<file path="config.mk">
export PLATFORM = sky130hd
export DESIGN_NAME = mem_port_arbiter
export DESIGN_NICKNAME = d
export VERILOG_FILES = /design/src/rtl/mem_port_arbiter_pkg.sv /design/src/rtl/mem_port_arbiter_streak_counter.sv /design/src/rtl/mem_port_arbiter.sv
export SDC_FILE = /design/constraint.sdc
export NUM_CORES = 1
export LEC_CHECK = 0
export ABC_AREA = 1
export CORE_AREA = 2 2 119 121
export DETAILED_ROUTE_END_ITERATION = 8
export DIE_AREA = 0 0 121 123
export PLACE_DENSITY = 0.76
export REMOVE_ABC_BUFFERS = 1
export SLEW_MARGIN = 5
export SYNTH_ARGS = -nofsm -noshare
export SYNTH_HDL_FRONTEND = slang
export SYNTH_SLANG_ARGS = --single-unit
</file>
<file path="constraint.sdc">
create_clock -name clk -period 2.3 [get_ports clk]
set_input_delay 0.23 -clock clk [delete_from_list [all_inputs] [get_ports clk]]
set_output_delay 0.23 -clock clk [all_outputs]
set_load 0.02 [all_outputs]
</file>
<file path="src/rtl/mem_port_arbiter_pkg.sv">
// Shared types and constants for the fetch / load-store memory port arbiter.
// NOP_INST and INVALID_PC mirror the values the fetch unit already uses for bubbles.
package mem_port_arbiter_pkg;

    typedef enum logic [1:0] {
        R_NONE = 2'd0,
        R_IF   = 2'd1,
        R_LS   = 2'd2,
        R_ERR  = 2'd3
    } resp_state_t;

    localparam logic [31:0] NOP_INST   = 32'h0000_0013;
    localparam logic [31:0] INVALID_PC = 32'hFFFF_FFFF;

    // Wide enough for any streak limit in 1..15.
    localparam int STREAK_W = 4;

    function automatic logic is_misaligned(input logic [1:0] addr_lo);
        return addr_lo != 2'b00;
    endfunction

endpackage

</file>
<file path="src/rtl/mem_port_arbiter_streak_counter.sv">
// Saturating count of back-to-back LS grants taken while fetch was also asking.
// lt_max low means fetch must be served next.
module arb_streak_counter
    import mem_port_arbiter_pkg::*;
#(
    parameter int MAX = 4
) (
    input  logic clk,
    input  logic rstn,
    input  logic inc,
    input  logic clr,
    output logic lt_max
);

    localparam logic [STREAK_W-1:0] MAX_CNT = STREAK_W'(MAX);

    logic [STREAK_W-1:0] cnt;

    always_ff @(posedge clk) begin
        if (!rstn) begin
            cnt <= '0;
        end else if (clr) begin
            cnt <= '0;
        end else if (inc && (cnt < MAX_CNT)) begin
            cnt <= cnt + STREAK_W'(1);
        end
    end

    assign lt_max = (cnt < MAX_CNT);

endmodule

</file>
<file path="src/rtl/mem_port_arbiter.sv">
// Shares one single-port synchronous-read memory between fetch and load/store.
// Data has priority; a streak guard bounds how long fetch can be held off.
//
//  state  | meaning
//  -------+-----------------------------------------------------------
//  R_NONE | no read response this cycle
//  R_IF   | memory data this cycle belongs to fetch (pc in pc_q)
//  R_LS   | memory data this cycle belongs to load/store
//  R_ERR  | misaligned LS access granted last cycle; report error
module mem_port_arbiter
    import mem_port_arbiter_pkg::*;
#(
    parameter int XLEN          = 32,
    parameter int ILEN          = 32,
    parameter int MAX_LS_STREAK = 4
) (
    input  logic            clk,
    input  logic            rstn,

    input  logic            i_if_req,
    input  logic [XLEN-1:0] i_if_pc,
    input  logic            i_if_flush,
    output logic [ILEN-1:0] o_if_inst,
    output logic [XLEN-1:0] o_if_addr,
    output logic            o_if_wait,

    input  logic            i_ls_req,
    input  logic            i_ls_we,
    input  logic [XLEN-1:0] i_ls_addr,
    input  logic [XLEN-1:0] i_ls_wdata,
    input  logic [3:0]      i_ls_wstrb,
    output logic            o_ls_gnt,
    output logic            o_ls_rvalid,
    output logic [XLEN-1:0] o_ls_rdata,
    output logic            o_ls_err,

    output logic            o_mem_en,
    output logic            o_mem_we,
    output logic [XLEN-1:0] o_mem_addr,
    output logic [XLEN-1:0] o_mem_wdata,
    output logic [3:0]      o_mem_wstrb,
    input  logic [XLEN-1:0] i_mem_rdata
);

    logic        ls_mis;
    logic        ls_win;
    logic        if_win;
    logic        lt_max;
    logic        streak_inc;
    logic        streak_clr;

    resp_state_t     resp_state;
    resp_state_t     resp_next;
    logic [XLEN-1:0] pc_q;

    // Grants are forced off while reset is held so nothing reaches memory.
    always_comb begin
        ls_mis = i_ls_req & is_misaligned(i_ls_addr[1:0]);
        ls_win = rstn & i_ls_req & (~i_if_req | lt_max);
        if_win = rstn & i_if_req & ~ls_win;
    end

    assign o_ls_gnt  = ls_win;
    assign o_if_wait = i_if_req & ~if_win;

    always_comb begin
        o_mem_en    = 1'b0;
        o_mem_we    = 1'b0;
        o_mem_addr  = '0;
        o_mem_wdata = '0;
        o_mem_wstrb = 4'b0000;
        if (if_win) begin
            o_mem_en   = 1'b1;
            o_mem_addr = i_if_pc;
        end else if (ls_win && !ls_mis) begin
            o_mem_en    = 1'b1;
            o_mem_we    = i_ls_we;
            o_mem_addr  = i_ls_addr;
            o_mem_wdata = i_ls_wdata;
            o_mem_wstrb = i_ls_wstrb;
        end
    end

    assign streak_inc = ls_win & i_if_req;
    assign streak_clr = if_win | ~i_if_req;

    arb_streak_counter #(
        .MAX (MAX_LS_STREAK)
    ) u_streak (
        .clk    (clk),
        .rstn   (rstn),
        .inc    (streak_inc),
        .clr    (streak_clr),
        .lt_max (lt_max)
    );

    // A flush in the grant cycle still reads memory but drops the response.
    always_comb begin
        resp_next = R_NONE;
        if (if_win && !i_if_flush) begin
            resp_next = R_IF;
        end else if (ls_win && ls_mis) begin
            resp_next = R_ERR;
        end else if (ls_win && !i_ls_we) begin
            resp_next = R_LS;
        end
    end

    always_ff @(posedge clk) begin
        if (!rstn) begin
            resp_state <= R_NONE;
            pc_q       <= XLEN'(INVALID_PC);
        end else begin
            resp_state <= resp_next;
            if (resp_next == R_IF) begin
                pc_q <= i_if_pc;
            end
        end
    end

    always_comb begin
        o_if_inst   = ILEN'(NOP_INST);
        o_if_addr   = XLEN'(INVALID_PC);
        o_ls_rvalid = 1'b0;
        o_ls_rdata  = '0;
        o_ls_err    = 1'b0;
        case (resp_state)
            R_IF: begin
                o_if_inst = i_mem_rdata[ILEN-1:0];
                o_if_addr = pc_q;
            end
            R_LS: begin
                o_ls_rvalid = 1'b1;
                o_ls_rdata  = i_mem_rdata;
            end
            R_ERR: begin
                o_ls_rvalid = 1'b1;
                o_ls_err    = 1'b1;
            end
            default: ;
        endcase
    end

endmodule

</file>
After elaboration in Yosys (flattened, before gate mapping) --
Cells that the tools add are included.
Storage, ports and cells: register bits after elaboration 38, output and inout bits 170
Cells by class: $add $sub $neg 1, $lt $le $gt $ge 1, equal/unequal tests 4, muxes and demuxes 18, bitwise gates (word level) 13, reduce and logical (&&, ||, !) cells 11
Operator list (count):
- 32-bit 2-to-1 mux | 7
- 4-bit 2-to-1 mux | 2
- 1-bit bitwise AND | 7
- 1-bit 2-to-1 mux | 6
- 2-bit 2-to-1 mux | 3
- 1-bit logical AND | 5
- 4-bit by 1-bit adder with 4-bit output, second input constant | 1
- 2-bit by 1-bit == test with 1-bit output, second input constant | 2
- 2-bit == test, second input constant | 2
- 4-bit by 3-bit less-than comparator with 1-bit output, second input constant | 1
- 1-bit inverter | 4
- 2-bit OR reduction | 2
- 1-bit zero test | 3
- 1-bit OR | 2
- 2-bit nonzero test | 1

Depth between registers and ports, before layout --
Gate-level depths: netlist of run 1.
depth in word-level cells 8, depth in mapped cells 10, depth with buffers taken out 8

By module --
A second synthesis of run 1 with hierarchy kept.
Second synthesis, totals: cell total of the unflattened synthesis 513, area total of the unflattened synthesis 2889.0 um^2
By module, submodules not included:
- mem_port_arbiter | times used 1, cells an instance 490, area an instance 2705.1 um^2
- arb_streak_counter | times used 1, cells an instance 23, area an instance 183.9 um^2

Worst setup path after synthesis of run 1 --
OpenSTA, ideal clock, no wires.
kind register to output, from reg u_streak.cnt[2], to out o_mem_wdata[22], arrival time 1.266 ns, path slack 0.804 ns, stages on the path, launching flop included 8, cells stage by stage dfxtp_1 > o21ai_1 > nand2_4 > inv_4 > nand2_4 > buf_6 > buf_6 > nor2_2
Between the ends: word-level cells in the longest chain between the ends 6, elaborated cells between the ends (all ways) 8, classes of those cells order compare (1); mux (2); bitwise (4); reduce/logical (1)
Ends and longest elaborated chain:
- start: declaration | line mem_port_arbiter_streak_counter.sv:17 | logic [STREAK_W-1:0] cnt;
- start signal: assignment | line mem_port_arbiter_streak_counter.sv:25 | cnt <= cnt + STREAK_W'(1);
- 4-bit by 3-bit less-than comparator with 1-bit output * | line mem_port_arbiter_streak_counter.sv:29 | assign lt_max = (cnt < MAX_CNT);
- 1-bit OR * | line mem_port_arbiter.sv:59 | ls_win = rstn & i_ls_req & (~i_if_req | lt_max);
- 1-bit bitwise AND * | line mem_port_arbiter.sv:59
- net o_ls_gnt | line mem_port_arbiter.sv:32 | output logic o_ls_gnt,
- 1-bit logical AND or 1-bit inverter (tied branches) | line mem_port_arbiter.sv:75, mem_port_arbiter.sv:60
- 32-bit 2-to-1 mux or 1-bit bitwise AND (tied branches) | line mem_port_arbiter.sv:75, mem_port_arbiter.sv:60
- 32-bit 2-to-1 mux * | line mem_port_arbiter.sv:72 | if (if_win) begin
- end: declaration | line mem_port_arbiter.sv:40 | output logic [XLEN-1:0] o_mem_wdata,
The timed path passes the listed nets; every way through them passes the cells marked *.

Worst setup path in the final report of run 1 --
from in rstn, to out o_if_wait
Between the ends: word-level cells in the longest chain between the ends 6, elaborated cells between the ends (all ways) 7, classes of those cells bitwise (7)
Ends and longest elaborated chain:
- start: declaration | line mem_port_arbiter.sv:18 | input logic rstn,
- 1-bit bitwise AND (2 in a row) | line mem_port_arbiter.sv:59
- 1-bit inverter | line mem_port_arbiter.sv:60 | if_win = rstn & i_if_req & ~ls_win;
- 1-bit bitwise AND * | line mem_port_arbiter.sv:60
- 1-bit inverter * | line mem_port_arbiter.sv:64 | assign o_if_wait = i_if_req & ~if_win;
- 1-bit bitwise AND * | line mem_port_arbiter.sv:64
- end: declaration | line mem_port_arbiter.sv:25 | output logic o_if_wait,
Every way passes the cells marked *; elsewhere a longest branch is shown, timed or not.

==> summary.txt, run 1 <==
Run status
  – Status: finished clean

Layout
  – Antenna cell count: 0
  – P&R area growth vs syn: 118.8%
  – Layout cells sized above 1: 10.78%
  – Non-Filler Instances: 978
  – NumNets Final: 936
  – Filler cells: 1383
  – Finished Core Util: 46.70%

Worst setup path
  – Crit-path slowest cell: clkdlybuf4s50_1
  – Critical path arrival: 1980 ps
  – CP max stage delay: 620 ps
  – Setup crit end kind: output pin
  – Crit start category: input pin
  – CP required: 2070 ps
  – Crit path buffers/inverters: 5
  – Worst-path cell chain: clkdlybuf4s50_1, nand2_2, inv_2, nand2_4, inv_4, nor2_4, buf_12, nor2_1, clkdlybuf4s50_1
  – Setup CP Type: in -> out
  – Critical path's top delay family: buffers and inverters
  – Most frequent cell on the critical path: clkdlybuf4s50_1
  – Crit-path max FO: 29

STA
  – Tmin final: 2213 ps
  – Slew Limit Fails: 0
  – RSZ-0062 raised after global routing: no
  – Worst Slack Setup Final: 86.94 ps
  – Final Hold Viols: 0
  – Finish-stage setup viols: 0
  – Fmax: 0.4519 GHz
  – Clock Skew: 4.091 ps
  – Final hold slack: 427.0 ps
  – Fin crit share: 96.22%

Clocking
  – CTS tree: built
  – Clock Sink Count: 38
  – Latest clock arrival within the worst-skew pair: 280 ps
  – Root Driver: clkbuf_16
  – CTS H-Tree Depth: 2
  – Clock transition at the registers of the reported paths: 50 ps
  – Post-CTS setup buffer count: 0
  – CTS Buf Count: 5
  – CTS Buffer Depth: 2

Global routing
  – GR Overflow Total: 0
  – Largest net degree at the start of global routing: 62
  – Gr usage total: 16.43%
  – Antenna violations before repair: 1
  – Vias in the first global route: 3816
  – First-pass GRT wire length: 19460 µm

Power
  – Logic gate share of total power: 36.0%
  – Switching Share: 29.42%
  – Worst vdd ir: 310.1 µV
  – Clock share of power: 33.5%
  – P_leak: 3.336 nW
  – Seq pwr share: 30.6%
  – P_sw: 680.0 µW
  – PD cells: 363.7 nW/µm²
  – Internal: 1.631 mW
  – Design Power: 2.311 mW

Route
  – Per-cell routed wire length: 13.39 µm
  – Via Count: 4131
  – Number of remaining DRC errors: 0
  – Met3 routed WL: 1430 µm
  – Met1 Wirelength: 5104 µm
  – Initial drt markers: 133
  – Drt pass-1 iters: 4
  – Vias per cell: 4.224
  – Antenna Nets Post-Route: 0
  – Wire length on met2: 6351 µm
  – Top layer in use: met5
  – WL final: 13090 µm

Job
  – Maxcap violations: 0

Floorplan
  – Initial core utilization: 21.34%
  – I/O pin cnt: 308
  – Die Span Y: 123 µm
  – Site Rows: 43
  – Core area: 13610 µm²
  – Die area: 14880 µm²
  – Die Wd: 121 µm

Logic synthesis
  – Top-count cell post-synth: nand2_1
  – Post-Syn Area: 2905 µm²
  – Cells after synthesis: 500
  – Synth Area per Inst: 5.811 µm²
  – Synth area leaders: dfxtp_1 26%, nand2_1 17%, nor2_1 11%, inv_1 10%, nand4_1 6.9%
  – Sequential area share after synthesis: 26.18%
  – Synth cell count leaders: 129 x nand2_1, 87 x nor2_1, 78 x inv_1
  – Post-synth ARST share: 0%
  – Syn. warnings: 0
  – Post-synth EDFFs: 0
  – Synth unique cells: 25
  – Yosys top cell by area: dfxtp_1
  – Post-synthesis register bit count: 38
  – Top cell type's share of synthesized area: 26.18%
  – Most used DFF post-synth: dfxtp_1

Placement
  – Final Wtd Congestion: 0.7658
  – DP Wirelength: 10300 µm
  – Port bufs: 307
  – Placed instance count: 970
  – Dpl ws: -94.13 ps

Min path
  – Hold Crit Class: reg -> reg
[registers in the layout (all words and copies together) (netlist names)]
| name | flops |
|---|---|
| pc_q | 32 |
| resp_state | 2 |
| u_streak.cnt | 4 |
[metal layers]
| metal | vias to the layer above | global-route usage, % |
|---|---|---|
| li1 | 2087 | - |
| met1 | 1835 | 18.79 |
| met3 | 17 | 6.411 |
| met2 | 190 | 28.86 |
| met5 | - | 0 |
| met4 | 2 | 3.779 |
[kinds of logic after synthesis]
kind of cell / count (synthesis) / share of synthesized area [%]
adder cells (fa/ha/maj): 1 / 0.4306
AND/OR/NAND/NOR: 337 / 54.95
AO/OA/AOI/OAI: 4 / 0.6887
buffers and inverters: 119 / 17.61
flip-flops: 38 / 26.18
other: 1 / 0.1291
[area by class of cell]
type	count	area, µm²	share of cell area [%]
Inverter	83	314.1	4.941
Tap cell	180	225.2	3.543
Sequential cell	38	760.7	11.97
Clock inverter	1	30.03	0.4724
Timing Repair Buffer	326	3253	51.18
Clock buffer	7	132.6	2.087
Multi-Input combinational cell	343	1640	25.81
[worst register-to-register path: cells and delay by family (launching register included)]
family / cells / cell delay (ps)
compound gates: 1 / 110
buf+inv: 2 / 550
flops: 1 / 330
simple gates: 4 / 380
[repair_timing]
item / CTS / global route
setup endpoints to repair: 88 / 35
resized for setup: 61 / 23
hold buffers: 0 / 0
hold endpoints to repair: 0 / 0
[cells in the final DEF (no fill, tap or decap)]
cell type	count
o21ai_0	1
clkdlybuf4s50_1	223
buf_12	5
inv_1	78
buf_4	16
bufinv_16	1
inv_2	4
nand2_4	2
o21ai_1	1
ha_1	1
nand2_1	129
or2_2	28
dlymetal6s2s_1	22
nor2_2	9
nand4_1	32
a21oi_1	2
nand2_2	2
dlygate4sd2_1	60
dfxtp_1	38
nor2_4	12
clkbuf_16	5
nand3_2	1
or2_1	4
nand3_1	32
inv_4	1
nor2_1	86
conb_1	1
clkbuf_1	2
[power by group through the flow]
stage          Sequential (mW)  Clock (mW)  Combinational (mW)
6_report                 0.706       0.774               0.831
5_1_grt                  0.710       0.822               0.896
4_1_cts                  0.705       0.799               0.838
3_5_place_dp             0.720           0               0.860
3_3_place_gp             0.719           0               0.856
2_1_floorplan            0.717           0               0.323
[metrics by stage]
stage,setup TNS [ps],cell area (µm²)
6_report,0,6356
5_1_grt,0,6356
4_1_cts,0,6296
3_5_place_dp,-2519,6206
3_3_place_gp,-1375,6206
2_1_floorplan,0,2708
[final timing paths]
kind | cells past startpoint | to | slack (ps) | start
hold / removal | 1 | u_streak.cnt[0]$_SDFFE_PP0P_ | 430 | u_streak.cnt[0]$_SDFFE_PP0P_
hold reg to reg | 1 | u_streak.cnt[0]$_SDFFE_PP0P_ | 430 | u_streak.cnt[0]$_SDFFE_PP0P_
setup reg to reg | 7 | pc_q[25]$_SDFFE_PN1N_ | 810 | u_streak.cnt[2]$_SDFFE_PP0P_
setup / recovery | 9 | o_if_wait | 90 | rstn
Note: power is estimated with default switching activity, not from simulation.
==> run 2: changes to the inputs <==
==> constraint.sdc (replaced) <==
create_clock -name clk -period 2.9 [get_ports clk]
set_input_delay 0.29 -clock clk [delete_from_list [all_inputs] [get_ports clk]]
set_output_delay 0.29 -clock clk [all_outputs]
set_load 0.02 [all_outputs]
==> run 2 against run 1 <==
Cell count decreased by 0.82%. Sequential share of layout area increased by 0.14 points. Global-route usage increased by 0.50 points. Cell area decreased by 1.1%. Count of clock-buffer cells in the layout unchanged. Utilization decreased by 0.53 points. Clock skew increased by 1.1 ps. Critical path depth decreased by 4. Register-to-register slack improved by 240 ps. Flip-flop and latch count unchanged.
==> summary.txt, run 2 (same netlist as run 1, synthesis figures left out) <==
Layout
  – Biggest regs: pc_q: 32 flops, u_streak.cnt: 4 flops, resp_state: 2 flops
  – Largest register FFs: 32
  – Biggest register: pc_q
  – P&R area growth vs syn: 116.3%
  – Layout cells sized above 1: 9.747%
  – Filler cells: 1393
  – Antenna cell count: 0
  – Finished Core Util: 46.16%
  – Non-Filler Instances: 970
  – Commonest non-fill, non-tap cell in the layout: clkdlybuf4s50_1
  – NumNets Final: 928
  – Most frequent cells in the layout: 306 x clkdlybuf4s50_1, 129 x nand2_1, 87 x nor2_1

STA
  – Final hold slack: 421.7 ps
  – RSZ-0062 raised after global routing: no
  – Tmin final: 2591 ps
  – Slew Limit Fails: 0
  – Fin crit share: 89.33%
  – Clock Skew: 5.211 ps
  – Worst Tran Pin Value: 615.5 ps
  – Max_slew headroom: 58.90%
  – Finish-stage setup viols: 0
  – Worst Slack Setup Final: 309.4 ps
  – Fmax: 0.3860 GHz
  – Post-route setup TNS: 0 ps
  – Final Hold Viols: 0

Min path
  – Hold Crit Class: reg -> reg

Placement
  – Port bufs: 307
  – Dpl ws: 359.9 ps
  – Final Wtd Congestion: 0.7611
  – Placed instance count: 962
  – DP Wirelength: 10490 µm

Route
  – Drt pass-1 iters: 4
  – WL final: 13130 µm
  – Via Count: 4031
  – Initial drt markers: 141
  – Antenna Nets Post-Route: 0
  – Number of remaining DRC errors: 0
  – Vias per cell: 4.156
  – Per-cell routed wire length: 13.54 µm

Global routing
  – GR Overflow Total: 0
  – Largest net degree at the start of global routing: 41
  – First-pass GRT wire length: 19990 µm
  – Antenna violations before repair: 1
  – Gr usage total: 16.93%
  – Vias in the first global route: 3878

Floorplan
  – Initial core utilization: 21.34%
  – Die Span Y: 123 µm
  – Core area: 13610 µm²
  – Site Rows: 43
  – Die Wd: 121 µm
  – I/O pin cnt: 308
  – Die area: 14880 µm²

Power
  – P_leak: 2.869 nW
  – PD cells: 282.3 nW/µm²
  – Worst vdd ir: 218.8 µV

Clocking
  – Clock Sink Count: 38
  – Latest clock arrival within the worst-skew pair: 280 ps
  – Post-CTS setup buffer count: 0
  – CTS Buf Count: 5
  – CTS Buffer Depth: 2
  – Clock transition at the registers of the reported paths: 50 ps
  – Hold Buf Count CTS: 0
  – Root Driver: clkbuf_16
  – Post-CTS sizing: 0
  – CTS tree: built
  – CTS H-Tree Depth: 2

Run status
  – Status: finished clean

Job
  – Maxcap violations: 0

Worst setup path
  – Crit-path max FO: 40
  – Critical path arrival: 2300 ps
  – Worst-path cell chain: nor2_1, inv_2, buf_4, nor2_1, clkdlybuf4s50_1
  – CP required: 2610 ps
  – Setup CP Type: reg -> out
  – Critical path's top delay family: buffers and inverters
  – Most frequent cell on the critical path: nor2_1
  – Crit-path slowest cell: clkdlybuf4s50_1
  – Setup slack, reg-to-reg: 1050 ps
  – Crit path buffers/inverters: 3
  – Setup crit end kind: output pin
  – Crit start category: flop
  – CP max stage delay: 610 ps
==> run 2: changes by cell type in the layout (fill, tap and decap cells not counted), sizes merged <==
cell | previous run | this run
clkdlybuf4s50 | 223 | 306
dlygate4sd2 | 60 | 0
dlymetal6s2s | 22 | 0
buf | 21 | 12
bufinv | 1 | 0
clkinv | 0 | 1
==> run 2: worst register-to-register path, stage by stage (launching register included) <==
cell and delay (ps):
dfxtp_1 340, o21ai_1 120, nand2_4 90, buf_4 360, nand3_2 410, buf_12 290, nand2_1 70, nand3_1 70
==> run 2: final timing paths <==
check	start	endpoint	cells past startpoint
setup / recovery	resp_state[1]$_SDFF_PN0_	o_if_inst[10]	5
hold / removal	u_streak.cnt[0]$_SDFFE_PP0P_	u_streak.cnt[0]$_SDFFE_PP0P_	1
setup reg to reg	u_streak.cnt[2]$_SDFFE_PP0P_	pc_q[13]$_SDFFE_PN1N_	7
hold reg to reg	u_streak.cnt[0]$_SDFFE_PP0P_	u_streak.cnt[0]$_SDFFE_PP0P_	1
==> run 2: area by class of cell <==
cell class,count,area [µm²],share of cell area (%)
clock buffers,7,142.6,2.270
clock inverters,1,5.005,0.07965
inverters,83,314.1,4.998
multi-input cells,343,1633,25.99
flip-flops and latches,38,760.7,12.11
well taps,180,225.2,3.584
repair buffers,318,3203,50.98
==> run 2: power by group <==
group | total (mW) | leakage, nW | switching (mW) | internal [mW]
logic | 0.669 | 2.48 | 0.319 | 0.350
registers | 0.560 | 0.312 | 0.0122 | 0.548
clock network | 0.545 | 0.0739 | 0.204 | 0.341
total | 1.77 | 2.87 | 0.535 | 1.24
==> run 2: metrics by stage <==
step,instance area (µm²),total power [mW]
finish,6284,1.774
global route,6284,1.870
CTS,6284,1.798
detailed placement,6136,1.245
global placement,6136,1.238
floorplan,2708,0.8247
==> run 2: layer usage <==
metal | track usage [%] | routed length, µm
met1 | 19.25 | 5154
met2 | 29.88 | 6387
met3 | 6.504 | 1319
met4 | 4.070 | 256
met5 | 0 | 12
==> run 3: changes to the inputs <==
--- a/config.mk
+++ b/config.mk
@@ -9,6 +9,7 @@
 export CORE_AREA = 2 2 119 121
 export DETAILED_ROUTE_END_ITERATION = 8
 export DIE_AREA = 0 0 121 123
+export MAX_ROUTING_LAYER = met4
 export PLACE_DENSITY = 0.76
 export REMOVE_ABC_BUFFERS = 1
 export SLEW_MARGIN = 5
==> run 3 against run 2 <==
Sequential share of layout area is essentially flat. Sequential power is essentially flat. Flip-flop and latch count unchanged. Wire length is 0.14% lower. Global-route usage rose by 0.52 points. Cell area hardly changed. First-iteration DRC count is 2.1% higher. Count of clock-buffer cells in the layout did not move. Register-to-register slack is essentially flat. Utilization about the same. Via count fell by 0.12%. Power about the same. Critical endpoint unchanged. Largest power group unchanged. Highest routed layer is now met4.
==> summary.txt, run 3 (same netlist as run 1, synthesis figures left out) <==
Clocking
  – CTS Buf Count: 5
  – Clock Sink Count: 38
  – Hold Buf Count CTS: 0
  – CTS tree: built
  – CTS H-Tree Depth: 2
  – Clock transition at the registers of the reported paths: 50 ps
  – Latest clock arrival within the worst-skew pair: 280 ps
  – Post-CTS sizing: 0
  – CTS Buffer Depth: 2
  – Root Driver: clkbuf_16
  – Post-CTS setup buffer count: 0

Route
  – Per-cell routed wire length: 13.50 µm
  – Via Count: 4026
  – Drt pass-1 iters: 4
  – Vias per cell: 4.146
  – WL final: 13110 µm
  – Antenna Nets Post-Route: 0
  – Number of remaining DRC errors: 0
  – Initial drt markers: 144

Worst setup path
  – Setup crit end kind: output pin
  – Worst Setup EP: o_if_inst[10]
  – Crit. Startpoint: resp_state[1]$_SDFF_PN0_
  – Setup CP Type: reg -> out
  – Worst r2r dst: pc_q[13]$_SDFFE_PN1N_
  – CP required: 2610 ps
  – Crit start category: flop
  – Critical path arrival: 2300 ps
  – Reg2reg path depth: 7
  – Setup slack, reg-to-reg: 1060 ps
  – Crit-path max FO: 40
  – Reg-to-reg startpoint: u_streak.cnt[2]$_SDFFE_PP0P_

Layout
  – NumNets Final: 928
  – Most frequent cells in the layout: 306 x clkdlybuf4s50_1, 129 x nand2_1, 87 x nor2_1
  – Non-Filler Instances: 971
  – Commonest non-fill, non-tap cell in the layout: clkdlybuf4s50_1
  – Biggest regs: pc_q: 32 flops, u_streak.cnt: 4 flops, resp_state: 2 flops
  – Finished Core Util: 46.18%
  – Design area: 6286 µm²
  – P&R area growth vs syn: 116.4%
  – Largest register FFs: 32
  – Biggest register: pc_q
  – Layout cells sized above 1: 9.747%

Global routing
  – First-pass GRT wire length: 19970 µm
  – GR Overflow Total: 0
  – Gr usage total: 17.45%
  – Vias in the first global route: 3885
  – Antenna violations before repair: 1
  – Largest net degree at the start of global routing: 41

Placement
  – DP Area: 6136 µm²
  – Dpl ws: 359.9 ps
  – DP Wirelength: 10490 µm
  – Final Wtd Congestion: 0.7711
  – Port bufs: 307
  – Placed instance count: 962

STA
  – Worst Slack Setup Final: 305.4 ps
  – Slew Limit Fails: 0
  – Fin crit share: 89.47%
  – Final Hold Viols: 0
  – Fmax: 0.3854 GHz
  – Finish-stage setup viols: 0
  – Tmin final: 2595 ps
  – Post-route setup TNS: 0 ps
  – Worst Tran Pin Value: 615.0 ps
  – Clock Skew: 4.320 ps
  – Max_slew headroom: 58.94%
  – RSZ-0062 raised after global routing: no

Job
  – Maxcap violations: 0

Floorplan
  – Initial core utilization: 21.34%
  – I/O pin cnt: 308
  – Core area: 13610 µm²
  – Die Span Y: 123 µm
  – Die Wd: 121 µm
  – Site Rows: 43
  – Die area: 14880 µm²

Power
  – PD cells: 282.4 nW/µm²
  – Worst vdd ir: 219.3 µV
  – P_leak: 2.869 nW

Run status
  – Status: finished clean

Min path
  – Hold Crit Class: reg -> reg
==> run 3: stage by stage <==
stage / hold slack [ps] / power, mW
after detailed placement: 418.4 / 1.245
after global routing: 449.7 / 1.870
final: 424.0 / 1.775
after floorplan: 374.6 / 0.8247
after CTS: 426.1 / 1.798
after global placement: 411.4 / 1.238
==> run 3: final cells by class <==
type	instances	area (µm²)
tap	180	225.2
clock buffer	7	142.6
inverter	83	314.1
multi-input combinational	343	1633
fill	1393	7326
clock inverter	1	5.005
antenna	1	2.502
timing repair buffer	318	3203
sequential	38	760.7
==> run 3: worst max-delay path, cell delays in order (launching register included) <==
cell and delay, ps:
dfxtp_1 350, nor2_1 290, inv_2 330, buf_4 320, nor2_1 130, clkdlybuf4s50_1 610
==> run 3: how the worst min path moves through the flow <==
| stage | start | end | slack (ps) | cells after the start |
|---|---|---|---|---|
| floorplan | rstn | pc_q[0]$_SDFFE_PN1N_ | 370 | 1 |
| global placement | u_streak.cnt[0]$_SDFFE_PP0P_ | u_streak.cnt[0]$_SDFFE_PP0P_ | 410 | 1 |
| detailed placement | u_streak.cnt[0]$_SDFFE_PP0P_ | u_streak.cnt[0]$_SDFFE_PP0P_ | 420 | 1 |
| CTS | u_streak.cnt[0]$_SDFFE_PP0P_ | u_streak.cnt[0]$_SDFFE_PP0P_ | 430 | 1 |
| global route | u_streak.cnt[0]$_SDFFE_PP0P_ | u_streak.cnt[0]$_SDFFE_PP0P_ | 450 | 1 |
| finish | u_streak.cnt[0]$_SDFFE_PP0P_ | u_streak.cnt[0]$_SDFFE_PP0P_ | 420 | 1 |
==> run 3: power breakdown <==
group          total, mW  switching [mW]  internal, mW
sequential         0.560          0.0122         0.548
combinational      0.669           0.319         0.350
clock              0.545           0.205         0.341
total               1.77           0.536          1.24
==> run 3: metal layers <==
metal | share of wire [%] | track usage, %
met5 | 0 | -
met4 | 1.8 | 4.070
met3 | 9.8 | 5.812
met2 | 49 | 29.81
met1 | 40 | 19.81
